## src/rtl/data_io_driver.sv

```systemverilog
// Host-side driver for data_io: turns a valid/ready command into the 23-bit pin word
// (opcode, parity strobe, payload) and captures the 6-bit reply after a fixed latency.
module data_io_driver #(
    parameter int SETUP_CYC = 1,
    parameter int RESP_LAT  = 4
) (
    input  logic        clk,
    input  logic        rst,
    input  logic        cmd_valid,
    output logic        cmd_ready,
    input  logic        cmd_poll,
    input  logic [1:0]  cmd_opcode,
    input  logic [18:0] cmd_data,
    output logic [22:0] pin_out,
    input  logic [5:0]  pin_in,
    output logic        rsp_valid,
    input  logic        rsp_ready,
    output logic [1:0]  rsp_status,
    output logic [3:0]  rsp_result,
    output logic        busy
);

    localparam int MAX_CNT = (SETUP_CYC > RESP_LAT) ? SETUP_CYC : RESP_LAT;
    localparam int CW      = $clog2(MAX_CNT + 1);

    typedef enum logic [1:0] {
        IDLE  = 2'd0,
        SETUP = 2'd1,
        WAIT  = 2'd2
    } state_t;

    state_t        state_reg, state_next;
    logic [CW-1:0] cnt_reg, cnt_next;
    logic [22:0]   pin_reg, pin_next;
    logic          phase_reg, phase_next;
    logic          rsp_valid_reg, rsp_valid_next;
    logic [1:0]    status_reg, status_next;
    logic [3:0]    result_reg, result_next;

    always_ff @(posedge clk) begin
        if (rst) begin
            state_reg     <= IDLE;
            cnt_reg       <= '0;
            pin_reg       <= '0;
            phase_reg     <= 1'b0;
            rsp_valid_reg <= 1'b0;
            status_reg    <= '0;
            result_reg    <= '0;
        end else begin
            state_reg     <= state_next;
            cnt_reg       <= cnt_next;
            pin_reg       <= pin_next;
            phase_reg     <= phase_next;
            rsp_valid_reg <= rsp_valid_next;
            status_reg    <= status_next;
            result_reg    <= result_next;
        end
    end

    always_comb begin
        state_next     = state_reg;
        cnt_next       = cnt_reg;
        pin_next       = pin_reg;
        phase_next     = phase_reg;
        rsp_valid_next = rsp_valid_reg;
        status_next    = status_reg;
        result_next    = result_reg;
        cmd_ready      = (state_reg == IDLE) && !rsp_valid_reg;

        if (rsp_valid_reg && rsp_ready) begin
            rsp_valid_next = 1'b0;
        end

        case (state_reg)
            IDLE: begin
                if (cmd_valid && cmd_ready) begin
                    if (cmd_poll) begin
                        cnt_next   = CW'(RESP_LAT);
                        state_next = WAIT;
                    end else begin
                        // Parity bits stay put until the setup window has elapsed.
                        pin_next   = {cmd_opcode, pin_reg[20:19], cmd_data};
                        cnt_next   = CW'(SETUP_CYC);
                        state_next = SETUP;
                    end
                end
            end
            SETUP: begin
                if (cnt_reg == CW'(1)) begin
                    // Strobe always has bit 1 set and differs from the previous parity.
                    pin_next[20:19] = {1'b1, ~phase_reg};
                    phase_next      = ~phase_reg;
                    cnt_next        = CW'(RESP_LAT);
                    state_next      = WAIT;
                end else begin
                    cnt_next = cnt_reg - CW'(1);
                end
            end
            WAIT: begin
                if (cnt_reg == CW'(1)) begin
                    status_next    = pin_in[5:4];
                    result_next    = pin_in[3:0];
                    rsp_valid_next = 1'b1;
                    state_next     = IDLE;
                end else begin
                    cnt_next = cnt_reg - CW'(1);
                end
            end
            default: begin
                state_next = IDLE;
            end
        endcase
    end

    assign pin_out    = pin_reg;
    assign rsp_valid  = rsp_valid_reg;
    assign rsp_status = status_reg;
    assign rsp_result = result_reg;
    assign busy       = (state_reg != IDLE);

endmodule

```

## config.mk

```make
export PLATFORM = sky130hd
export DESIGN_NAME = data_io_driver
export DESIGN_NICKNAME = d
export VERILOG_FILES = /design/src/rtl/data_io_driver.sv
export SDC_FILE = /design/constraint.sdc
export NUM_CORES = 1
export LEC_CHECK = 0
export CORE_MARGIN = 1.5
export CORE_UTILIZATION = 45
export DETAILED_ROUTE_END_ITERATION = 8
export GPL_TIMING_DRIVEN = 0
export PLACE_DENSITY = 0.84
export SLEW_MARGIN = 40
export SYNTH_ARGS = -nofsm -noshare
export SYNTH_HDL_FRONTEND = slang
export SYNTH_SLANG_ARGS = --single-unit
```

## constraint.sdc

```tcl
create_clock -name clk -period 3.8 [get_ports clk]
set_input_delay 0.76 -clock clk [delete_from_list [all_inputs] [get_ports clk]]
set_output_delay 0.76 -clock clk [all_outputs]
set_load 0.005 [all_outputs]
```

Word-level counts from Yosys, hierarchy flattened
Index checks and enable logic that the tools add are counted.

Register bits: 36. Output and inout bits: 32.

Add/subtract/negate cells: 1. Muxes and demuxes: 17. Reduce and logical (&&, ||, !) cells: 13. Eq/ne operators: 7. Bitwise gates (word level): 3.

Operators by type and width (count): 21-bit two-way mux (1); 19-bit two-way mux (1); 3-bit two-way mux (4); 3-bit AND reduction (4); 2-bit two-way mux (5); 3-bit one-hot mux with 3 select lines (1); 2-bit != test (second input constant) (3); 2-bit one-hot mux with 3 select lines (1); 2-bit one-hot mux with 2 select lines (1); 2-bit AND reduction (2); 3-bit by 1-bit equality test with 1-bit output (second input constant) (1); 1-bit logical AND (3); 1-bit two-way mux (3); 1-bit inverter (3); 3-bit nonzero test (1); 3-bit by 1-bit subtractor with 3-bit output (second input constant) (1); 2-bit by 1-bit equality test with 1-bit output (second input constant) (1); 2-bit equality test (second input constant) (1); 2-bit logical NOT (1); 2-bit by 1-bit != test with 1-bit output (second input constant) (1); 2-bit nonzero test (1); 1-bit logical NOT (1).

Logic depth before layout (Yosys ltp)
Gate-level depths: netlist of run 1.

Word-level depth: 5. Gate-level depth with buffers: 7. Depth with buffers taken out: 6.

Worst setup path after synthesis of run 1
OpenSTA, ideal clock, no wires.

Path kind: reg-to-output. From: reg state_reg[0]. To: out cmd_ready. Data required time: 3.040 ns. Arrival time: 0.866 ns. Stages on the path, launching flop included: 5. Path buffers: 0. Setup slack: 2.174 ns. Path through: dfxtp_1 inv_1 ha_1 inv_2 nor2_1.

Word-level cells in the longest chain between the ends: 2.

Ends and longest elaborated chain: start, declared (line 32) `state_t state_reg, state_next;`; start signal, assigned (line 50) `state_reg <= state_next;`; 2-bit logical NOT (line 68) `cmd_ready = (state_reg == IDLE) && !rsp_valid_reg;`; 1-bit logical AND (line 68); end, declared (line 10) `output logic cmd_ready,`.

Every way passes these cells.

Worst setup path after layout of run 1
From: reg state_reg[1]. To: out cmd_ready.

The elaborated chain is that of the path after synthesis.

==> impl_metrics.prom, run 1 <==
# TYPE chip_impl_metric gauge
chip_impl_metric{name="p_clk_share",unit="%"} 19.4
chip_impl_metric{name="power_density",unit="nW/um^2"} 505
chip_impl_metric{name="timing_hold_violations_final",unit=""} 0
chip_impl_metric{name="syn-instance-count",unit=""} 183
chip_impl_info{name="worst_path_max_delay_cell",value="clkdlybuf4s50_1"} 1
chip_impl_info{name="synth_area_leaders",value="dfxtp_1 48%, nand2_1 14%, a21oi_1 11%"} 1
chip_impl_info{name="synth_top_family_by_area",value="simple AND/OR/NAND/NOR gates"} 1
chip_impl_metric{name="detail_route.wirelength",unit="mm"} 3.43
chip_impl_metric{name="synthesis.nets",unit=""} 221
chip_impl_metric{name="viasPerCell",unit=""} 4.94
chip_impl_info{name="timing.critical_path.from_type",value="flip-flop"} 1
chip_impl_metric{name="power.share.combinational",unit="%"} 39.8
chip_impl_metric{name="dp.cells",unit=""} 289
chip_impl_metric{name="place.port_buffers",unit=""} 62
chip_impl_metric{name="core.rowCount",unit=""} 20
chip_impl_metric{name="number_of_gates_given_a_new_drive_strength_after_cts",unit=""} 0
chip_impl_metric{name="worstMarginPinSlew",unit="ns"} 0.502
chip_impl_metric{name="netlist-cell-type-count",unit=""} 31
chip_impl_metric{name="fin_cells",unit=""} 296
chip_impl_metric{name="drc",unit=""} 0
chip_impl_metric{name="routed_via_count",unit=""} 1463
chip_impl_metric{name="cp_slowest_stage_delay",unit="ns"} 0.50
chip_impl_metric{name="post-route-period-util",unit="%"} 66.8
chip_impl_metric{name="power.net_switching",unit="W"} 0.000375
chip_impl_metric{name="p_int",unit="W"} 0.000756
chip_impl_info{name="outcome",value="finished, final reports clean"} 1
chip_impl_metric{name="fin_worst_skew",unit="ns"} 0.00754
chip_impl_metric{name="design.core.area",unit="um^2"} 3100
chip_impl_metric{name="dp_worst_setup_slack",unit="ns"} 1.63
chip_impl_metric{name="cellLeakagePower",unit="nW"} 0.808
chip_impl_metric{name="grt_first_pass_wirelength",unit="mm"} 5.25
chip_impl_metric{name="report.final.setup_viol",unit=""} 0
chip_impl_metric{name="antenna-diode-count",unit=""} 0
chip_impl_metric{name="grt_util_met2",unit="%"} 32.0
chip_impl_info{name="postSynth.topFlopCell",value="dfxtp_1"} 1
chip_impl_metric{name="layout_cell_share_with_drive_strength_beyond_1",unit="%"} 7.14
chip_impl_info{name="worst_setup_path_end_kind",value="output port"} 1
chip_impl_metric{name="timing.max_slew.rel_slack",unit="%"} 66.5
chip_impl_metric{name="synth_simple_gate_area_share",unit="%"} 23.4
chip_impl_metric{name="path_clk_slew",unit="ns"} 0.09
chip_impl_info{name="synthMostInstantiatedCell",value="nand2_1"} 1
chip_impl_metric{name="async_reset_ff_share",unit="%"} 0
chip_impl_metric{name="final_net_count",unit=""} 290
chip_impl_info{name="cts_root_buffer",value="clkbuf_4"} 1
chip_impl_metric{name="maxSlewViolCount",unit=""} 0
chip_impl_metric{name="clock-sinks",unit=""} 36
chip_impl_metric{name="synth-compound-area-share",unit="%"} 16.8
chip_impl_metric{name="worst_skew_pair.late_latency",unit="ns"} 0.33
chip_impl_info{name="worst_setup_path_startpoint",value="state_reg[1]"} 1
chip_impl_metric{name="postLayoutSetupSlackWorst",unit="ns"} 1.26
chip_impl_metric{name="regArea",unit="um^2"} 721
chip_impl_metric{name="flops_latches_synth",unit=""} 36
chip_impl_metric{name="mappedNetlistArea",unit="um^2"} 1500
chip_impl_metric{name="initial_utilization",unit="%"} 48.3
chip_impl_metric{name="layout-area-overhead-vs-synth",unit="%"} 49.4
chip_impl_info{name="holdCritPathClass",value="reg -> reg"} 1
chip_impl_metric{name="global_route.usage.met1",unit="%"} 23.1
chip_impl_metric{name="die_y",unit="um"} 60.7
chip_impl_metric{name="fp.dieArea",unit="um^2"} 3690
chip_impl_metric{name="post-route-min-period",unit="ns"} 2.54
chip_impl_info{name="grt_setup_unrepaired",value="false"} 1
chip_impl_metric{name="route.detailed.wl_per_inst",unit="um"} 11.6
chip_impl_metric{name="drt-pass1-iter-count",unit=""} 4
chip_impl_metric{name="number_of_maximum_capacitance_constraint_violations",unit=""} 0
chip_impl_metric{name="ant_nets",unit=""} 0
chip_impl_info{name="setup.worst_path.class",value="reg -> out"} 1
chip_impl_metric{name="drtIter0Drc",unit=""} 41
chip_impl_metric{name="net_switching_share_of_the_total_power",unit="%"} 33.2
chip_impl_info{name="synth.largest_area_cell",value="dfxtp_1"} 1
chip_impl_metric{name="fmax",unit="MHz"} 394
chip_impl_metric{name="cts_max_path_buffers",unit=""} 2
chip_impl_metric{name="global_route_track_usage_on_met3",unit="%"} 7.25
chip_impl_info{name="yosys-top-cells-count",value="54 x nand2_1, 36 x dfxtp_1, 32 x a21oi_1, 8 x nand3_1, 7 x inv_1"} 1
chip_impl_metric{name="synth_enable_flop_cells",unit=""} 0
chip_impl_info{name="globalRoute.busiestLayer",value="met2"} 1
chip_impl_metric{name="timing.hold.ws",unit="ns"} 0.456
chip_impl_metric{name="critical_path_required",unit="ns"} 3.04
chip_impl_metric{name="peakVddDrop",unit="mV"} 0.430
chip_impl_metric{name="cp.arrival",unit="ns"} 1.78
chip_impl_metric{name="cts_htree_levels",unit=""} 2
chip_impl_metric{name="synthXorXnorAreaFrac",unit="%"} 0.584
chip_impl_metric{name="yosys_warnings",unit=""} 0
chip_impl_info{name="reg2reg_from",value="state_reg[1]"} 1
chip_impl_metric{name="place.gp.congestion",unit=""} 0.829
chip_impl_info{name="tritoncts",value="done"} 1
chip_impl_metric{name="pwr-share-seq",unit="%"} 40.8
chip_impl_metric{name="fillers",unit=""} 265
chip_impl_metric{name="largest_reg_flops",unit=""} 23
chip_impl_metric{name="detailedPlacementHpwl",unit="mm"} 2.58
chip_impl_metric{name="cts_buffers",unit=""} 5
chip_impl_metric{name="syn_avg_cell_area",unit="um^2"} 8.19
chip_impl_metric{name="worst-path-max-fanout",unit=""} 7
chip_impl_metric{name="die_width",unit="um"} 60.7
chip_impl_metric{name="grt_pass1_vias",unit=""} 1206
chip_impl_info{name="min-delay-start",value="pin_out[7]"} 1
chip_impl_metric{name="post-cts-setup-buffer-count",unit=""} 0
chip_impl_metric{name="area_share_of_fa_ha_maj_cells_after_synthesis",unit="%"} 5.01
chip_impl_metric{name="post_cts_hold_buffer_count",unit=""} 0
chip_impl_metric{name="setup-tns-final",unit="ns"} 0
chip_impl_metric{name="synth_top_area_share",unit="%"} 48.1
chip_impl_metric{name="multi_input_area",unit="um^2"} 686
chip_impl_metric{name="boundaryPins",unit=""} 64
chip_impl_metric{name="grt_util_all_layers",unit="%"} 19.2
chip_impl_metric{name="synth_mux_area_share",unit="%"} 0
chip_impl_metric{name="maximum_number_of_pins_on_one_net_before_global_route_repair",unit=""} 11
chip_impl_metric{name="grt.overflow.total",unit=""} 0
chip_impl_metric{name="antenna_found_initial",unit=""} 0
chip_impl_metric{name="synth-seq-area-share",unit="%"} 48.1
chip_impl_info{name="crit_chain",value="inv_1 -> ha_1 -> inv_2 -> nor2_1 -> clkdlybuf4s50_1"} 1
through the flow:
| step | area [um^2] | util [%] | total power, W |
|---|---|---|---|
| global route | 2240 | 72.2 | 0.00121 |
| finish | 2240 | 72.2 | 0.00113 |
| CTS | 2240 | 72.2 | 0.00114 |
| floorplan | 1500 | - | 0.000739 |
| detailed placement | 2170 | 70.1 | 0.000919 |
| global placement | 2170 | 70.1 | 0.000912 |
kinds of logic after synthesis:
kind of cell             Yosys count
flip-flops                        36
adder cells (fa/ha/maj)            6
buffers and inverters             18
AND/OR/NAND/NOR                   79
XOR/XNOR                           1
AO/OA/AOI/OAI                     43
cells in the final DEF, fill, tap and decap left out, types with 3 or more instances in the layout:
cell type         n
ha_1              6
clkbuf_4          5
inv_1             7
nor2_1            4
nand3_1           8
nand2b_1          5
a211oi_1          3
clkbuf_1          3
a21oi_1          32
nand2_1          54
dfxtp_1          36
clkdlybuf4s50_1  62
per-layer routing:
metal  up-vias  wire length [um]
met1       653              1440
met4         0                35
li1        751                 -
met5         -                 0
met2        52              1640
met3         7               313
worst max-delay path: cells and delay by family, from the launching register on:
family | cells | cell delay, ns
and+or+nand+nor | 1 | 0.11
buffers and inverters | 3 | 0.71
DFF | 1 | 0.34
adders and majority gates | 1 | 0.30
layout make-up:
class | count | area share, %
well taps | 44 | 2.46
multi-input cells | 129 | 30.6
repair buffers | 62 | 27.7
flip-flops and latches | 36 | 32.2
clock buffers | 7 | 2.91
plain buffers | 10 | 2.79
inverters | 8 | 1.34
path summary, 6_finish.rpt:
check / cells after the start / end / slack, ns
hold reg to reg: 2 / pin_out[7] / 0.46
setup / recovery: 5 / cmd_ready / 1.26
setup reg to reg: 7 / pin_out[10] / 2.15
hold / removal: 2 / pin_out[7] / 0.46
power by group through the flow:
stage | clock [W] | combinational (W) | sequential [W]
global placement | 0 | 0.000444 | 0.000468
global route | 0.000244 | 0.000497 | 0.000468
CTS | 0.000225 | 0.000452 | 0.000462
detailed placement | 0 | 0.000449 | 0.000470
floorplan | 0 | 0.000270 | 0.000469
finish | 0.000220 | 0.000450 | 0.000462
No activity file was read; power rests on OpenSTA's default activity.
==> run 2, diff against run 1 <==
- CORE_UTILIZATION: 45 -> 38
- PLACE_DENSITY: 0.84 -> 0.76
- clock period: 3.8 -> 2.11 ns (I/O delays scaled with it)
==> impl_metrics.prom, run 2 (same netlist as run 1, synthesis figures left out) <==
# TYPE chip_impl_metric gauge
chip_impl_info{name="layout.cells.most_common_list",value="62 x clkdlybuf4s50_1, 54 x nand2_1, 36 x dfxtp_1"} 1
chip_impl_metric{name="cts_max_path_buffers",unit=""} 2
chip_impl_metric{name="cp.arrival",unit="ns"} 1.61
chip_impl_metric{name="p_int",unit="W"} 0.00147
chip_impl_metric{name="setup-tns-final",unit="ns"} 0
chip_impl_metric{name="power_density",unit="nW/um^2"} 951
chip_impl_metric{name="drtIter0Drc",unit=""} 75
chip_impl_metric{name="cp_slowest_stage_delay",unit="ns"} 0.50
chip_impl_metric{name="grt_pass1_vias",unit=""} 1347
chip_impl_info{name="worst_setup_path_end_kind",value="output port"} 1
chip_impl_metric{name="timing.max_slew.rel_slack",unit="%"} 63.4
chip_impl_metric{name="place.gp.congestion",unit=""} 0.874
chip_impl_metric{name="power.net_switching",unit="W"} 0.000706
chip_impl_metric{name="final_net_count",unit=""} 290
chip_impl_metric{name="layout.cell_area.non_filler",unit="um^2"} 2280
chip_impl_metric{name="route.detailed.wl_per_inst",unit="um"} 12.0
chip_impl_metric{name="fmax",unit="MHz"} 492
chip_impl_metric{name="timing_hold_violations_final",unit=""} 0
chip_impl_metric{name="routed_via_count",unit=""} 1467
chip_impl_metric{name="path_clk_slew",unit="ns"} 0.07
chip_impl_metric{name="die_width",unit="um"} 65.8
chip_impl_metric{name="fin_worst_skew",unit="ns"} 0.00430
chip_impl_metric{name="post-route-period-util",unit="%"} 96.4
chip_impl_metric{name="cts_buffers",unit=""} 5
chip_impl_metric{name="peakVddDrop",unit="mV"} 0.664
chip_impl_metric{name="grt_first_pass_wirelength",unit="mm"} 5.92
chip_impl_metric{name="timing.hold.ws",unit="ns"} 0.452
chip_impl_info{name="grt_setup_unrepaired",value="false"} 1
chip_impl_metric{name="postLayoutSetupSlackWorst",unit="ns"} 0.0762
chip_impl_metric{name="critical_path_required",unit="ns"} 1.69
chip_impl_metric{name="worst_skew_pair.late_latency",unit="ns"} 0.29
chip_impl_metric{name="post-route-min-period",unit="ns"} 2.03
chip_impl_metric{name="placed_cell_area",unit="um^2"} 2180
chip_impl_metric{name="fin_cells",unit=""} 301
chip_impl_metric{name="viasPerCell",unit=""} 4.87
chip_impl_metric{name="p_clk_share",unit="%"} 22.8
chip_impl_metric{name="post_cts_hold_buffer_count",unit=""} 0
chip_impl_metric{name="core.rowCount",unit=""} 22
chip_impl_metric{name="cts_htree_levels",unit=""} 2
chip_impl_metric{name="dp_worst_setup_slack",unit="ns"} 0.251
chip_impl_metric{name="maxSlewViolCount",unit=""} 0
chip_impl_metric{name="drc",unit=""} 0
chip_impl_info{name="holdCritPathClass",value="reg -> reg"} 1
chip_impl_metric{name="drt-pass1-iter-count",unit=""} 4
chip_impl_info{name="timing.critical_path.from_type",value="flip-flop"} 1
chip_impl_metric{name="initial_utilization",unit="%"} 40.3
chip_impl_metric{name="cp.buffers_inverters",unit=""} 3
chip_impl_metric{name="fp.dieArea",unit="um^2"} 4330
chip_impl_metric{name="maximum_number_of_pins_on_one_net_before_global_route_repair",unit=""} 11
chip_impl_metric{name="layout_cell_share_with_drive_strength_beyond_1",unit="%"} 7.11
chip_impl_metric{name="detailedPlacementHpwl",unit="mm"} 2.60
chip_impl_metric{name="worstMarginPinSlew",unit="ns"} 0.549
chip_impl_metric{name="antenna_found_initial",unit=""} 0
chip_impl_metric{name="place.port_buffers",unit=""} 62
chip_impl_metric{name="detail_route.wirelength",unit="mm"} 3.61
chip_impl_metric{name="worst-path-max-fanout",unit=""} 7
chip_impl_info{name="final_common_cell",value="clkdlybuf4s50_1"} 1
chip_impl_metric{name="pwr-share-seq",unit="%"} 38.3
chip_impl_metric{name="power.share.combinational",unit="%"} 38.9
chip_impl_metric{name="net_switching_share_of_the_total_power",unit="%"} 32.5
chip_impl_metric{name="layout-area-overhead-vs-synth",unit="%"} 52.3
chip_impl_metric{name="boundaryPins",unit=""} 64
chip_impl_info{name="cts_root_buffer",value="clkbuf_8"} 1
chip_impl_metric{name="design.core.area",unit="um^2"} 3720
chip_impl_metric{name="cellLeakagePower",unit="nW"} 0.818
chip_impl_metric{name="ant_nets",unit=""} 0
chip_impl_metric{name="clock-sinks",unit=""} 36
chip_impl_info{name="outcome",value="finished, final reports clean"} 1
chip_impl_metric{name="die_y",unit="um"} 65.8
chip_impl_info{name="setup.worst_path.class",value="reg -> out"} 1
chip_impl_info{name="worst_path_max_delay_cell",value="clkdlybuf4s50_1"} 1
chip_impl_metric{name="grt_util_all_layers",unit="%"} 17.6
chip_impl_metric{name="number_of_maximum_capacitance_constraint_violations",unit=""} 0
chip_impl_metric{name="report.final.setup_viol",unit=""} 0
chip_impl_info{name="crit_chain",value="inv_1 -> ha_4 -> inv_2 -> nor2_1 -> clkdlybuf4s50_1"} 1
chip_impl_metric{name="dp.cells",unit=""} 293
chip_impl_info{name="path_delay_family",value="buffers and inverters"} 1
chip_impl_metric{name="grt.overflow.total",unit=""} 0
chip_impl_metric{name="antenna-diode-count",unit=""} 0
chip_impl_info{name="tritoncts",value="done"} 1
chip_impl_metric{name="largest_reg_flops",unit=""} 23
## run 2: cell count changes in the layout (fill, tap and decap cells not counted)
cell and change:
clkbuf_4 -5, clkbuf_8 +4, clkbuf_1 +2, ha_1 -1, ha_4 +1
## run 2: tightest hold or removal path: stages, from the launching register on
cell and delay, ns:
dfxtp_1 0.31, nand2_1 0.05, a21oi_1 0.05
## run 2: final timing paths
path	start	end	slack (ns)	depth (start not counted)
setup reg to reg	cnt_reg[1]	cnt_reg[2]	0.53	6
hold / removal	rsp_status[1]	rsp_status[1]	0.45	2
hold reg to reg	rsp_status[1]	rsp_status[1]	0.45	2
setup / recovery	state_reg[0]	cmd_ready	0.08	5
## run 2: final cells by class
class,instances,area (um^2)
tap,48,60.1
fill,343,1430
sequential,36,721
timing repair buffer,62,621
inverter,8,30.0
buffer,10,62.6
multi-input combinational,129,698
clock buffer,8,90.1
## run 2: metal layers
metal | track usage (%) | up-vias | routed length, um
met3 | 5.62 | 3 | 234
met1 | 21.3 | 679 | 1630
met2 | 30.1 | 37 | 1710
li1 | - | 748 | -
met4 | 4.69 | 0 | 36
met5 | 0 | - | 0
## run 2: power groups by stage
stage	clock (W)	sequential, W	combinational [W]
6_report	0.000494	0.000832	0.000845
3_3_place_gp	0	0.000844	0.000805
2_1_floorplan	0	0.000845	0.000485
5_1_grt	0.000544	0.000845	0.000939
3_5_place_dp	0	0.000847	0.000811
4_1_cts	0.000506	0.000832	0.000823
## run 2: stage by stage
step	total power (W)	util, %
2_1_floorplan	0.00133	-
5_1_grt	0.00233	61.4
4_1_cts	0.00216	61.1
3_3_place_gp	0.00165	58.7
6_report	0.00217	61.4
3_5_place_dp	0.00166	58.7
## run 2: what timing repair did
item,4_1_cts,5_1_grt
setup endpoints to repair,2,2
hold endpoints to repair,0,0
buffers inserted,0,0
resized for setup,1,1
==> run 3, diff against run 2 <==
==> constraint.sdc (replaced) <==
create_clock -name clk -period 2.11 [get_ports clk]
set_input_delay 0.211 -clock clk [delete_from_list [all_inputs] [get_ports clk]]
set_output_delay 0.211 -clock clk [all_outputs]
set_load 0.005 [all_outputs]
==> impl_metrics.prom, run 3 (same netlist as run 1, synthesis figures left out) <==
# TYPE chip_impl_metric gauge
chip_impl_metric{name="grt_util_all_layers",unit="%"} 17.6
chip_impl_info{name="final_common_cell",value="clkdlybuf4s50_1"} 1
chip_impl_metric{name="drtIter0Drc",unit=""} 67
chip_impl_metric{name="fin_cells",unit=""} 301
chip_impl_metric{name="path_clk_slew",unit="ns"} 0.06
chip_impl_metric{name="die_width",unit="um"} 65.8
chip_impl_metric{name="post-route-min-period",unit="ns"} 1.95
chip_impl_metric{name="r2r_cells",unit=""} 7
chip_impl_metric{name="p_clk_share",unit="%"} 23.2
chip_impl_info{name="grt_setup_unrepaired",value="false"} 1
chip_impl_metric{name="largest_reg_flops",unit=""} 23
chip_impl_metric{name="routed_via_count",unit=""} 1474
chip_impl_metric{name="p_int",unit="W"} 0.00144
chip_impl_metric{name="cts_max_path_buffers",unit=""} 2
chip_impl_metric{name="timing.hold.ws",unit="ns"} 0.336
chip_impl_metric{name="worst-path-max-fanout",unit=""} 7
chip_impl_metric{name="post-route-period-util",unit="%"} 92.6
chip_impl_metric{name="power_density",unit="nW/um^2"} 943
chip_impl_metric{name="route.detailed.wl_per_inst",unit="um"} 12.0
chip_impl_metric{name="cts_htree_levels",unit=""} 2
chip_impl_metric{name="grt.overflow.total",unit=""} 0
chip_impl_metric{name="grt_pass1_vias",unit=""} 1354
chip_impl_metric{name="ant_nets",unit=""} 0
chip_impl_info{name="timing.critical_path.from_type",value="flip-flop"} 1
chip_impl_info{name="worst_setup_path_end_kind",value="output port"} 1
chip_impl_info{name="tritoncts",value="done"} 1
chip_impl_metric{name="number_of_maximum_capacitance_constraint_violations",unit=""} 0
chip_impl_metric{name="power.share.combinational",unit="%"} 38.0
chip_impl_metric{name="clock-sinks",unit=""} 36
chip_impl_metric{name="timing.max_slew.rel_slack",unit="%"} 62.2
chip_impl_metric{name="net_switching_share_of_the_total_power",unit="%"} 32.8
chip_impl_info{name="reg2reg_from",value="state_reg[1]"} 1
chip_impl_metric{name="antenna-diode-count",unit=""} 0
chip_impl_metric{name="critical_path_required",unit="ns"} 1.90
chip_impl_metric{name="design_power_total",unit="W"} 0.00214
chip_impl_metric{name="fmax",unit="MHz"} 512
chip_impl_metric{name="place.gp.congestion",unit=""} 0.874
chip_impl_metric{name="holdPathStages",unit=""} 2
chip_impl_metric{name="design.core.area",unit="um^2"} 3720
chip_impl_info{name="holdCritPathClass",value="in -> reg"} 1
chip_impl_metric{name="antenna_found_initial",unit=""} 0
chip_impl_metric{name="maxSlewViolCount",unit=""} 0
chip_impl_metric{name="setup-tns-final",unit="ns"} 0
chip_impl_metric{name="grt_first_pass_wirelength",unit="mm"} 5.93
chip_impl_info{name="critical_path.endpoint",value="cmd_ready"} 1
chip_impl_metric{name="dp.cells",unit=""} 293
chip_impl_metric{name="drt-pass1-iter-count",unit=""} 4
chip_impl_info{name="layout.cells.most_common_list",value="62 x clkdlybuf4s50_1, 54 x nand2_1, 36 x dfxtp_1"} 1
chip_impl_info{name="cts_root_buffer",value="clkbuf_8"} 1
chip_impl_metric{name="worst_skew_pair.late_latency",unit="ns"} 0.29
chip_impl_metric{name="detail_route.wirelength",unit="mm"} 3.62
chip_impl_metric{name="layout_cell_share_with_drive_strength_beyond_1",unit="%"} 6.72
chip_impl_metric{name="timing_hold_violations_final",unit=""} 0
chip_impl_metric{name="power.net_switching",unit="W"} 0.000702
chip_impl_info{name="outcome",value="finished, final reports clean"} 1
chip_impl_metric{name="pwr-share-seq",unit="%"} 38.8
chip_impl_metric{name="final_net_count",unit=""} 290
chip_impl_metric{name="worst_r2r_setup_slack",unit="ns"} 0.45
chip_impl_metric{name="initial_utilization",unit="%"} 40.3
chip_impl_metric{name="die_y",unit="um"} 65.8
chip_impl_metric{name="fin_worst_skew",unit="ns"} 0.00472
chip_impl_metric{name="maximum_number_of_pins_on_one_net_before_global_route_repair",unit=""} 11
chip_impl_metric{name="core.rowCount",unit=""} 22
chip_impl_metric{name="fp.dieArea",unit="um^2"} 4330
chip_impl_metric{name="layout-area-overhead-vs-synth",unit="%"} 51.4
chip_impl_metric{name="boundaryPins",unit=""} 64
chip_impl_metric{name="peakVddDrop",unit="mV"} 0.663
chip_impl_metric{name="worstMarginPinSlew",unit="ns"} 0.567
chip_impl_info{name="worstReg2RegEnd",value="pin_out[4]"} 1
chip_impl_metric{name="detailedPlacementHpwl",unit="mm"} 2.60
chip_impl_metric{name="viasPerCell",unit=""} 4.90
chip_impl_metric{name="cts_buffers",unit=""} 5
chip_impl_metric{name="report.final.setup_viol",unit=""} 0
chip_impl_metric{name="post_cts_hold_buffer_count",unit=""} 0
chip_impl_metric{name="drc",unit=""} 0
chip_impl_metric{name="layout.cell_area.non_filler",unit="um^2"} 2270
chip_impl_metric{name="cp.arrival",unit="ns"} 1.74
chip_impl_metric{name="placed_cell_area",unit="um^2"} 2180
chip_impl_metric{name="cellLeakagePower",unit="nW"} 0.817
chip_impl_metric{name="number_of_gates_given_a_new_drive_strength_after_cts",unit=""} 0
chip_impl_metric{name="place.port_buffers",unit=""} 62
chip_impl_info{name="setup.worst_path.class",value="reg -> out"} 1
chip_impl_info{name="worst_setup_path_startpoint",value="state_reg[1]"} 1
chip_impl_metric{name="post-cts-setup-buffer-count",unit=""} 0
[run 3: cell counts in the layout (fill, tap and decap cells not counted)]
No cell type changed its count.
[run 3: power by group through the flow]
| stage | Clock (W) | Combinational (W) | Sequential (W) |
|---|---|---|---|
| finish | 0.000496 | 0.000813 | 0.000832 |
| global route | 0.000544 | 0.000907 | 0.000845 |
| CTS | 0.000506 | 0.000817 | 0.000832 |
| detailed placement | 0 | 0.000811 | 0.000847 |
| global placement | 0 | 0.000805 | 0.000844 |
| floorplan | 0 | 0.000485 | 0.000845 |
[run 3: critical path, cell delays in order, from the launching register on]
cell and delay (ns):
dfxtp_1 0.32, inv_1 0.10, ha_1 0.31, inv_2 0.11
nor2_1 0.11, clkdlybuf4s50_1 0.50
[run 3: per-layer routing]
metal	wire, um	track usage [%]	vias to the layer above
met3	259	5.62	3
met1	1620	21.1	676
met5	0	0	-
met2	1710	30.2	49
li1	-	-	746
met4	36	4.69	0
[run 3: worst min path at each step]
stage,start,to,slack [ns]
finish,rst,pin_out[9],0.34
global route,rst,pin_out[9],0.39
CTS,rst,pin_out[9],0.34
detailed placement,rsp_status[1],rsp_status[1],0.45
global placement,pin_out[12],pin_out[12],0.44
floorplan,cmd_data[0],pin_out[0],0.35
[run 3: area by class of cell]
cell class / count / area, um^2
Buffer: 10 / 62.6
Clock buffer: 8 / 90.1
Fill cell: 344 / 1450
Inverter: 8 / 30.0
Multi-Input combinational cell: 129 / 686
Sequential cell: 36 / 721
Tap cell: 48 / 60.1
Timing Repair Buffer: 62 / 621
[run 3: metrics by stage]
step	util (%)	setup WS, ns
4_1_cts	61.1	0.145
3_5_place_dp	58.7	0.462
3_3_place_gp	58.7	0.479
6_report	61.1	0.156
2_1_floorplan	-	0.607
5_1_grt	61.1	0.0497
